## src/rtl/i2s_dac_transmitter_pkg.sv

```systemverilog
// -----------------------------------------------------------------------------
// i2s_dac_transmitter_pkg
// Shared audio-path constants used by the I2S DAC transmitter.
//
// Contents:
//   SAMPLE_WIDTH - bits per channel word on the audio path (24-bit samples).
// -----------------------------------------------------------------------------
package i2s_dac_transmitter_pkg;

    // Word width of every sample on the audio path; one stereo frame carries
    // two of these words, so the bit clock runs 2*SAMPLE_WIDTH per frame.
    localparam int SAMPLE_WIDTH = 24;

endpackage

```

## src/rtl/i2s_dac_transmitter.sv

```systemverilog
// -----------------------------------------------------------------------------
// i2s_dac_transmitter
// Serialises one stereo sample pair per frame into a standard I2S stream for
// the external audio DAC. The frame is 2*WIDTH bit clocks long. lrclk is low
// for the left half and high for the right half. Data lags the lrclk
// transition by one bit clock and is sent MSB first.
//
// Parameters:
//   WIDTH       - bits per channel word (defaults to SAMPLE_WIDTH)
//
// Ports:
//   clk         - in  : bit clock, also forwarded to the DAC as serial clock
//   rst_n       - in  : synchronous active-low reset
//   enable      - in  : run/idle, behaves like a synchronous clear when low
//   left_data   - in  : signed left sample, captured once per frame
//   right_data  - in  : signed right sample, captured once per frame
//   lrclk       - out : word select, 0 = left, 1 = right
//   sd          - out : serial data, MSB first
// -----------------------------------------------------------------------------
module i2s_dac_transmitter
    import i2s_dac_transmitter_pkg::*;
#(
    parameter int WIDTH = SAMPLE_WIDTH
) (
    input  logic             clk,
    input  logic             rst_n,
    input  logic             enable,
    input  logic [WIDTH-1:0] left_data,
    input  logic [WIDTH-1:0] right_data,
    output logic             lrclk,
    output logic             sd
);

    localparam int                 FRAME_LEN = 2 * WIDTH;
    localparam int                 CNT_W     = $clog2(FRAME_LEN);
    localparam logic [CNT_W-1:0]   CNT_LAST  = CNT_W'(FRAME_LEN - 1);
    localparam logic [CNT_W-1:0]   HALF      = CNT_W'(WIDTH);

    logic [CNT_W-1:0]     cnt;
    logic [CNT_W-1:0]     cnt_next;
    logic [WIDTH-1:0]     left_shadow;
    logic [WIDTH-1:0]     right_shadow;
    logic                 capture;
    logic [FRAME_LEN-1:0] frame_bits;
    logic [CNT_W-1:0]     bit_pos;
    logic                 lrclk_next;
    logic                 sd_next;

    // Next-state logic for the frame position and the bit to present there.
    // The outputs are registered, so everything is computed for the cycle
    // the counter is about to enter (cnt_next). The left and right words are
    // viewed as one 2*WIDTH vector {L, R}. Cycle c then carries bit 2*WIDTH-c,
    // which gives L[MSB] at c=1, L[0] at c=WIDTH and R[1] at c=2*WIDTH-1.
    // Cycle 0 wraps around to R[0], the right LSB of the previous pair.
    // On the capture edge (cnt 0 -> 1) the shadows are not loaded yet, so
    // the live inputs feed the mux directly to get the left MSB out at c=1.
    always_comb begin
        cnt_next   = (cnt == CNT_LAST) ? '0 : cnt + CNT_W'(1);
        capture    = (cnt == '0);
        frame_bits = capture ? {left_data, right_data}
                             : {left_shadow, right_shadow};
        bit_pos    = (cnt_next == '0) ? '0 : (CNT_LAST - cnt_next) + CNT_W'(1);
        sd_next    = frame_bits[bit_pos];
        lrclk_next = (cnt_next >= HALF);
    end

    // Frame state. It is clocked on the falling edge of the bit clock so that
    // sd and lrclk have half a period to settle before the DAC samples them on
    // the rising edge. Reset and a low enable both return the block to the
    // cleared frame-start state, so a re-enabled stream always begins at cnt=0
    // with a zero c=0 bit. The shadows load only on the 0 -> 1 edge, so input
    // changes mid-frame never tear the pair being sent.
    always_ff @(negedge clk) begin
        if (!rst_n || !enable) begin
            cnt          <= '0;
            lrclk        <= 1'b0;
            sd           <= 1'b0;
            left_shadow  <= '0;
            right_shadow <= '0;
        end else begin
            cnt   <= cnt_next;
            lrclk <= lrclk_next;
            sd    <= sd_next;
            if (capture) begin
                left_shadow  <= left_data;
                right_shadow <= right_data;
            end
        end
    end

endmodule

```

## config.mk

```make
export PLATFORM = sky130hd
export DESIGN_NAME = i2s_dac_transmitter
export DESIGN_NICKNAME = d
export VERILOG_FILES = /design/src/rtl/i2s_dac_transmitter_pkg.sv /design/src/rtl/i2s_dac_transmitter.sv
export SDC_FILE = /design/constraint.sdc
export NUM_CORES = 1
export LEC_CHECK = 0
export CAP_MARGIN = 20
export CORE_UTILIZATION = 50
export DETAILED_ROUTE_END_ITERATION = 6
export PLACE_DENSITY = 0.76
export SETUP_SLACK_MARGIN = 0.4
export SYNTH_ARGS = -nofsm -noshare
export SYNTH_HDL_FRONTEND = slang
export SYNTH_SLANG_ARGS = --single-unit
```

## constraint.sdc

```tcl
create_clock -name clk -period 5.2 [get_ports clk]
set_input_delay 0.78 -clock clk [delete_from_list [all_inputs] [get_ports clk]]
set_output_delay 0.78 -clock clk [all_outputs]
set_load 0.03 [all_outputs]
```

Word level (Yosys, flattened, before mapping)
Index checks and enable logic that the tools add are counted.
Word-level totals
  logic and storage cells: 21
  flip-flop bits (word level): 56
  bits of input ports: 51
  output and inout bits: 2
Cells by class
  reductions and logical operators: 5
  magnitude comparators: 2
  $add $sub $neg: 3
  eq/ne operators: 1
  mux-type cells: 5
Operator list (number)
  $mux W48: 1
  $add A6 B1 Y6 const B: 2
  $logic_not A6 Y1: 2
  $mux W6: 2
  $lt A6 B7 Y1 const B: 1
  $bmux W1 S6: 1
  $eq A6 B6 Y1 const B: 1
  $ge A6 B5 Y1 const B: 1
  $sub A6 B6 Y6 const A: 1
  $logic_not A1 Y1: 2
  $logic_or A1 B1 Y1: 1
  $mux W1: 1

Longest topological paths before layout
Gate-level depths: netlist of run 1.
  depth after elaboration: 7
  mapped depth: 13
  mapped depth without buffers: 9

==> results of run 1 <==
==> sequential cells by signal, indices dropped and copies added (netlist names) <==
| register | count |
|---|---|
| right_shadow | 24 |
| lrclk | 1 |
| left_shadow | 24 |
| sd | 1 |
| cnt | 6 |
==> timing repair <==
item                       CTS  global route
resized for setup           25             7
hold buffers                 0             0
setup endpoints to repair    1             2
buffers inserted             0             0
cloned                       0             0
pin swaps                    1             1
==> stage by stage <==
stage / hold slack [ns] / power (mW)
6_report: 0.448 / 1.09
5_1_grt: 0.470 / 1.18
4_1_cts: 0.451 / 1.10
3_5_place_dp: 0.446 / 0.711
3_3_place_gp: 0.438 / 0.707
2_1_floorplan: 0.433 / 0.646
==> kinds of logic (layout without fill, tap and decap cells) <==
logic type / Yosys count / in the layout / synth area share (%)
AOI/OAI and AO/OA: 81 / 81 / 15.6
xor gates and xnor gates: 3 / 3 / 0.872
adders and majority gates: 2 / 2 / 0.830
buffers and inverters: 30 / 124 / 5.56
DFF: 56 / 56 / 37.2
muxes: 48 / 48 / 22.3
and+or+nand+nor: 131 / 131 / 17.7
==> per-layer routing <==
layer	wire, µm	vias up	part of all wire (%)	GRT usage [%]
li1	-	1408	-	-
met1	3160	1350	44	30.0
met2	3570	72	50	38.4
met3	360	7	5.0	8.23
met4	60	0	0.84	11.8
met5	0	-	0	0
==> where the power goes <==
group          internal [mW]  switching, mW  total (mW)
combinational         0.0939         0.0916       0.185
sequential             0.450        0.00888       0.459
clock                  0.196          0.250       0.445
total                  0.739          0.350        1.09
==> final timing paths <==
check	startpoint	to	slack, ns	cells past startpoint
max	lrclk	lrclk	0.49	1
min	left_shadow[11]	left_shadow[11]	0.45	2
max reg2reg	cnt[2]	sd	1.49	9
min reg2reg	left_shadow[11]	left_shadow[11]	0.45	2
==> final cells by class <==
class | instances | area [µm²]
Fill cell | 480 | 1770
Multi-Input combinational cell | 265 | 1760
Sequential cell | 56 | 1120
Timing Repair Buffer | 58 | 574
Clock inverter | 58 | 244
Tap cell | 72 | 90.1
Clock buffer | 5 | 68.8
Inverter | 3 | 11.3
==> cells in the final DEF (no fill, tap or decap), types with 4 or more instances in the layout <==
cell             synthesis  final
clkbuf_8                 0      5
dlymetal6s2s_1           0      5
inv_1                    3     59
clkdlybuf4s50_1          0     27
o21ai_0                  6      6
buf_4                    2      5
or3_1                    4      4
mux2i_1                 31     28
nor2_1                  11     11
dfxtp_1                 56     56
nand2_1                101    101
mux4_2                  15     15
a21oi_1                 61     61
dlygate4sd2_1            0     19
nand3_1                  8      7
==> results.sh, run 1 <==
export IMPL_dp_cells=454
export IMPL_path_class="reg -> out"
export IMPL_htreeDepth=2
export IMPL_required_ns=4.42
export IMPL_synth_seq_cells=56
export IMPL_final_util_pct=68.6
export IMPL_core_area_um2=5640
export IMPL_firstDrtPassIters=4
export IMPL_fin_ws_ns=0.487
export IMPL_layout_drive_gt1_share_pct=8.99
export IMPL_fin_setup_tns_ns=0
export IMPL_final_nets=498
export IMPL_cp_max_fo=1
export IMPL_antenna_cells=0
export IMPL_yosysMostFrequentCell="nand2_1"
export IMPL_drc=0
export IMPL_cts_sinks=56
export IMPL_die_w_um=79.6
export IMPL_antenna_found_initial=0
export IMPL_postSynthAreaPerCell_um2=8.58
export IMPL_yosys_warnings=0
export IMPL_cts_tree="built"
export IMPL_min_path_type="reg -> reg"
export IMPL_row_count=27
export IMPL_syn_num_nets=404
export IMPL_cpPeakStageDelay_ns=0.66
export IMPL_grt_max_degree=50
export IMPL_avgRoutedWirePerCell_um=13.8
export IMPL_via_per_inst=5.49
export IMPL_worstPathCellList="clkdlybuf4s50_1"
export IMPL_grt_pass1_wl_mm=12.0
export IMPL_antenna_left=0
export IMPL_cp_buffers_inverters=1
export IMPL_finalSetupViolations=0
export IMPL_synth_top_area_share_pct=37.2
export IMPL_vias=2837
export IMPL_start_util_pct=53.4
export IMPL_insertion_delay_ns=0.38
export IMPL_drt_initial_drc_count=151
export IMPL_hpwl_mm=4.62
export IMPL_cp_arrival_ns=3.93
export IMPL_cellLeakagePower_nw=1.78
export IMPL_clk_pin_slew_ns=0.04
export IMPL_cts_buffers=5
export IMPL_grt_pass1_vias=2716
export IMPL_cts_root_buf="clkbuf_8"
export IMPL_gp_congestion=0.785
export IMPL_synth_commonest_cells="nand2_1, a21oi_1, dfxtp_1, mux2i_1, mux4_2"
export IMPL_fin_area_um2=3870
export IMPL_synth_ff_type="dfxtp_1"
export IMPL_synth_top_area_cell="dfxtp_1"
export IMPL_ir_drop_mv=0.150
export IMPL_synth_edf_count=0
export IMPL_tightest_slew_ns=0.939
export IMPL_synth_cell_types=36
export IMPL_seq_area_frac_synth_pct=37.2
export IMPL_hold_violations=0
export IMPL_grt_usage_pct=24.5
export IMPL_preCtsSetupSlack_ns=-0.149
export IMPL_synth_area_leaders="dfxtp_1, nand2_1, mux4_2, mux2i_1, a21oi_1"
export IMPL_rsz0062_at_grt="yes"
export IMPL_worst_clock_skew_ns=0.0188
export IMPL_dpl_cell_area_um2=3510
export IMPL_wl_mm=7.14
export IMPL_maxSlewViolCount=0
export IMPL_cts_buffer_depth=2
export IMPL_syn_inst=351
export IMPL_endpoint_kind="primary output"
export IMPL_overflow=0
export IMPL_status="finished clean"
export IMPL_fp_dieH_um=79.6
export IMPL_maxCapViolations=0
export IMPL_relSlewSlack_pct=37.3
export IMPL_syn2layout_area_growth_pct=28.5
export IMPL_async_reset_ff_share_pct=0
export IMPL_dieArea_um2=6340
export IMPL_syn_area_um2=3010
export IMPL_slowest_stage="clkdlybuf4s50_1"
export IMPL_instances_no_fill=517
export IMPL_ios=53
export IMPL_portBuffers=52
export IMPL_cp_top_family="buffers and inverters"
export IMPL_startpoint_type="register"
export IMPL_power_density_nw_per_um2=281
No activity file was read; power rests on OpenSTA's default activity.
==> run 2, diff against run 1 <==
--- a/config.mk
+++ b/config.mk
@@ -8,7 +8,7 @@
 export CAP_MARGIN = 20
 export CORE_UTILIZATION = 50
 export DETAILED_ROUTE_END_ITERATION = 6
-export PLACE_DENSITY = 0.76
+export DONT_BUFFER_PORTS = 1
 export SETUP_SLACK_MARGIN = 0.4
 export SYNTH_ARGS = -nofsm -noshare
 export SYNTH_HDL_FRONTEND = slang
==> run 2 against run 1 <==
Net effect:
- sequential share of layout area is 5.0 points higher
- routed wire length is 4.6% lower
- hold slack worse by 0.00095 ns
- cell count is 10% lower
- global-route usage is 0.90 points lower
- clock skew hardly changed
- critical endpoint is now sd
- highest routed layer unchanged
==> results.sh, run 2 (synthesis gave the netlist of run 1 again) <==
export IMPL_wl_mm=6.82
export IMPL_htreeDepth=2
export IMPL_ios=53
export IMPL_ir_drop_mv=0.189
export IMPL_final_cell_mix="nand2_1, a21oi_1, inv_1"
export IMPL_power_density_nw_per_um2=305
export IMPL_die_w_um=79.6
export IMPL_startpoint_type="primary input"
export IMPL_cts_root_buf="clkbuf_8"
export IMPL_preCtsSetupSlack_ns=0.407
export IMPL_syn2layout_area_growth_pct=9.47
export IMPL_grt_max_degree=40
export IMPL_startpoint="right_data[10]"
export IMPL_reg2reg_to="sd"
export IMPL_maxCapViolations=0
export IMPL_reg_largest_list="left_shadow x24, right_shadow x24, cnt x6"
export IMPL_cts_buffer_depth=2
export IMPL_total_power_mw=1.00
export IMPL_multi_input_area_um2=1730
export IMPL_dp_cells=401
export IMPL_avgRoutedWirePerCell_um=14.7
export IMPL_antenna_found_initial=0
export IMPL_layout_commonest_cell="nand2_1"
export IMPL_cts_sinks=56
export IMPL_vias=2579
export IMPL_tightest_slew_ns=1.05
export IMPL_required_ns=2.88
export IMPL_clk_pin_slew_ns=0.04
export IMPL_ff2ff_setup_slack_ns=1.46
export IMPL_maxSlewViolCount=0
export IMPL_min_path_type="reg -> reg"
export IMPL_finalSetupViolations=0
export IMPL_grt_usage_pct=23.6
export IMPL_gp_congestion=0.745
export IMPL_cp_arrival_ns=2.10
export IMPL_grt_pass1_wl_mm=11.3
export IMPL_firstDrtPassIters=4
export IMPL_fin_ws_ns=0.780
export IMPL_layout_drive_gt1_share_pct=9.44
export IMPL_cts_repair_resized=0
export IMPL_grt_pass1_vias=2532
export IMPL_fin_area_um2=3300
export IMPL_drt_initial_drc_count=144
export IMPL_rsz0062_at_grt="no"
export IMPL_num_fill_cells=541
export IMPL_cellLeakagePower_nw=1.49
export IMPL_cts_tree="built"
export IMPL_portBuffers=0
export IMPL_hpwl_mm=4.49
export IMPL_core_area_um2=5640
export IMPL_insertion_delay_ns=0.39
export IMPL_final_nets=444
export IMPL_row_count=27
export IMPL_whs_path_depth=2
export IMPL_antenna_left=0
export IMPL_start_util_pct=53.4
export IMPL_worst_clock_skew_ns=0.0185
export IMPL_ctsHoldBuffers=0
export IMPL_instances_no_fill=464
export IMPL_hold_violations=0
export IMPL_cts_setup_buffers=0
export IMPL_path_class="in -> reg"
export IMPL_final_util_pct=58.5
export IMPL_cp_max_fo=2
export IMPL_drc=0
export IMPL_r2r_start="cnt[2]"
export IMPL_relSlewSlack_pct=30.3
export IMPL_overflow=0
export IMPL_cts_buffers=5
export IMPL_fin_setup_tns_ns=0
export IMPL_reg2regPathDepth=8
export IMPL_antenna_cells=0
export IMPL_fp_dieH_um=79.6
export IMPL_holdPathEnd="left_shadow[23]"
export IMPL_via_per_inst=5.56
export IMPL_holdWs_ns=0.447
export IMPL_status="finished clean"
export IMPL_dieArea_um2=6340
export IMPL_endpoint_kind="register"
export IMPL_seqCellArea_um2=1120
export IMPL_dpl_cell_area_um2=3000
export IMPL_worstHoldStart="left_shadow[23]"
==> run 2: cell types whose count changed in the layout (fill, tap and decap cells not counted), sizes merged <==
cell / previous run / this run
clkdlybuf4s50: 27 / 0
dlygate4sd2: 19 / 0
dlymetal6s2s: 5 / 0
buf: 6 / 4
inv: 60 / 62
bufinv: 1 / 0
clkdlybuf4s15: 1 / 0
==> run 2: critical path: stages <==
cell and delay [ns]:
mux2i_1 0.05, mux4_2 0.50, mux2i_1 0.14, mux2i_1 0.11, mux2_2 0.29, o32ai_2 0.23
==> run 2: power by group <==
group          total [mW]  internal (mW)  switching (mW)
Clock               0.409          0.153           0.256
Combinational       0.136         0.0602          0.0762
Sequential          0.459          0.450         0.00971
==> run 2: final cells by class <==
class	count	share of cell area (%)
Clock buffer	5	2.09
Clock inverter	59	7.02
Inverter	3	0.341
Multi-Input combinational cell	265	52.5
Sequential cell	56	34.0
Tap cell	72	2.73
Timing Repair Buffer	4	1.29
==> run 2: worst max-delay path by stage <==
stage,end,slack (ns)
floorplan,sd,0.55
global placement,sd,0.43
detailed placement,sd,0.41
CTS,sd,0.79
global route,sd,0.76
finish,sd,0.78
==> run 2: layer usage <==
layer	GRT usage (%)	routed length [µm]	share of wire (%)
met5	0	0	0
met4	9.45	85	1.2
met3	13.5	420	6.2
met2	36.9	3320	49
met1	26.1	2990	44
==> run 3, diff against run 2 <==
==> constraint.sdc (replaced) <==
create_clock -name clk -period 4.5 [get_ports clk]
set_input_delay 0.675 -clock clk [delete_from_list [all_inputs] [get_ports clk]]
set_output_delay 0.675 -clock clk [all_outputs]
set_load 0.03 [all_outputs]
==> run 3 against run 2 <==
Net effect:
- clock-buffer cell count stayed put
- routed wire length down 1.8%
- cell count is 0.22% higher
- register-to-register slack worse by 0.33 ns
==> results.sh, run 3 (synthesis gave the netlist of run 1 again) <==
export IMPL_fin_setup_tns_ns=0
export IMPL_drt_initial_drc_count=138
export IMPL_core_area_um2=5640
export IMPL_layout_commonest_cell="nand2_1"
export IMPL_htreeDepth=2
export IMPL_clk_pin_slew_ns=0.04
export IMPL_relSlewSlack_pct=39.4
export IMPL_instances_no_fill=465
export IMPL_cp_arrival_ns=1.93
export IMPL_antenna_found_initial=0
export IMPL_path_class="in -> reg"
export IMPL_portBuffers=0
export IMPL_rsz0062_at_grt="no"
export IMPL_cts_buffer_depth=2
export IMPL_hold_violations=0
export IMPL_worstPathCellList="mux2i_1 -> mux4_2 -> mux2i_1 -> mux2i_1 -> mux2_4 -> o32ai_2"
export IMPL_cpPeakStageDelay_ns=0.48
export IMPL_cellLeakagePower_nw=1.49
export IMPL_layout_drive_gt1_share_pct=9.92
export IMPL_avgRoutedWirePerCell_um=14.4
export IMPL_final_nets=446
export IMPL_cts_setup_buffers=0
export IMPL_cp_max_fo=2
export IMPL_dp_cells=403
export IMPL_ctsHoldBuffers=0
export IMPL_maxCapViolations=0
export IMPL_fin_ws_ns=0.601
export IMPL_cp_top_family="multiplexers"
export IMPL_critPathMostFrequentCell="mux2i_1"
export IMPL_cts_buffers=5
export IMPL_drc=0
export IMPL_syn2layout_area_growth_pct=9.84
export IMPL_grt_usage_pct=22.9
export IMPL_maxSlewViolCount=0
export IMPL_vias=2604
export IMPL_final_util_pct=58.7
export IMPL_power_density_nw_per_um2=350
export IMPL_via_per_inst=5.60
export IMPL_dieArea_um2=6340
export IMPL_grt_pass1_wl_mm=11.2
export IMPL_start_util_pct=53.4
export IMPL_startpoint_type="primary input"
export IMPL_antenna_cells=0
export IMPL_overflow=0
export IMPL_ios=53
export IMPL_cts_sinks=56
export IMPL_wl_mm=6.70
export IMPL_reg_largest_list="left_shadow x24, right_shadow x24, cnt x6"
export IMPL_insertion_delay_ns=0.38
export IMPL_firstDrtPassIters=4
export IMPL_gp_congestion=0.749
export IMPL_finalSetupViolations=0
export IMPL_cts_root_buf="clkbuf_8"
export IMPL_antenna_left=0
export IMPL_grt_pass1_vias=2595
export IMPL_status="finished clean"
export IMPL_cts_repair_resized=0
export IMPL_tightest_slew_ns=0.907
export IMPL_endpoint_kind="register"
export IMPL_min_path_type="reg -> reg"
export IMPL_slowest_stage="mux4_2"
export IMPL_ir_drop_mv=0.278
export IMPL_final_cell_mix="nand2_1, a21oi_1, inv_1"
export IMPL_required_ns=2.53
export IMPL_hpwl_mm=4.36
export IMPL_row_count=27
export IMPL_cp_buffers_inverters=0
export IMPL_cts_tree="built"
export IMPL_grt_max_degree=35
export IMPL_num_fill_cells=557
export IMPL_die_w_um=79.6
export IMPL_worst_clock_skew_ns=0.0211
export IMPL_preCtsSetupSlack_ns=0.204
export IMPL_fp_dieH_um=79.6
run 3: final cells by class:
type,count,area [µm²],share of cell area (%)
clock buffers,5,68.8,2.08
multi-input cells,265,1740,52.5
flip-flops and latches,56,1120,33.9
clock inverters,58,224,6.77
well taps,72,90.1,2.72
inverters,3,11.3,0.340
repair buffers,6,57.6,1.74
run 3: worst reg2reg max path, delay by kind of cell, from the launching register on:
family / cells / cell delay, ns
compound gates: 4 / 1.19
flops: 1 / 0.91
simple gates: 2 / 0.60
mux: 1 / 0.58
run 3: per-stage QoR:
| stage | cell area, µm² | hold slack (ns) | power (mW) |
|---|---|---|---|
| 2_1_floorplan | 3020 | 0.433 | 0.748 |
| 3_3_place_gp | 3020 | 0.438 | 0.774 |
| 3_5_place_dp | 3020 | 0.446 | 0.777 |
| 4_1_cts | 3310 | 0.452 | 1.19 |
| 5_1_grt | 3310 | 0.473 | 1.26 |
| 6_report | 3310 | 0.449 | 1.16 |
run 3: path summary, 6_finish.rpt:
check	start	endpoint	slack (ns)	cells past startpoint
min	right_shadow[8]	right_shadow[8]	0.45	2
max	right_data[10]	sd	0.60	6
max reg2reg	cnt[2]	sd	1.13	7
min reg2reg	right_shadow[8]	right_shadow[8]	0.45	2
run 3: power breakdown:
| part | internal (mW) | switching (mW) |
|---|---|---|
| Clock | 0.172 | 0.295 |
| Combinational | 0.0722 | 0.0869 |
| Sequential | 0.520 | 0.0113 |
| Total | 0.764 | 0.393 |
run 3: routing by layer:
| layer | routed length [µm] | vias up | GRT usage [%] | share of wire [%] |
|---|---|---|---|---|
| met5 | 0 | - | 0 | 0 |
| met2 | 3270 | 75 | 36.4 | 49 |
| li1 | - | 1304 | - | - |
| met1 | 2930 | 1221 | 27.2 | 44 |
| met4 | 32 | 0 | 9.45 | 0.48 |
| met3 | 460 | 4 | 9.26 | 6.9 |
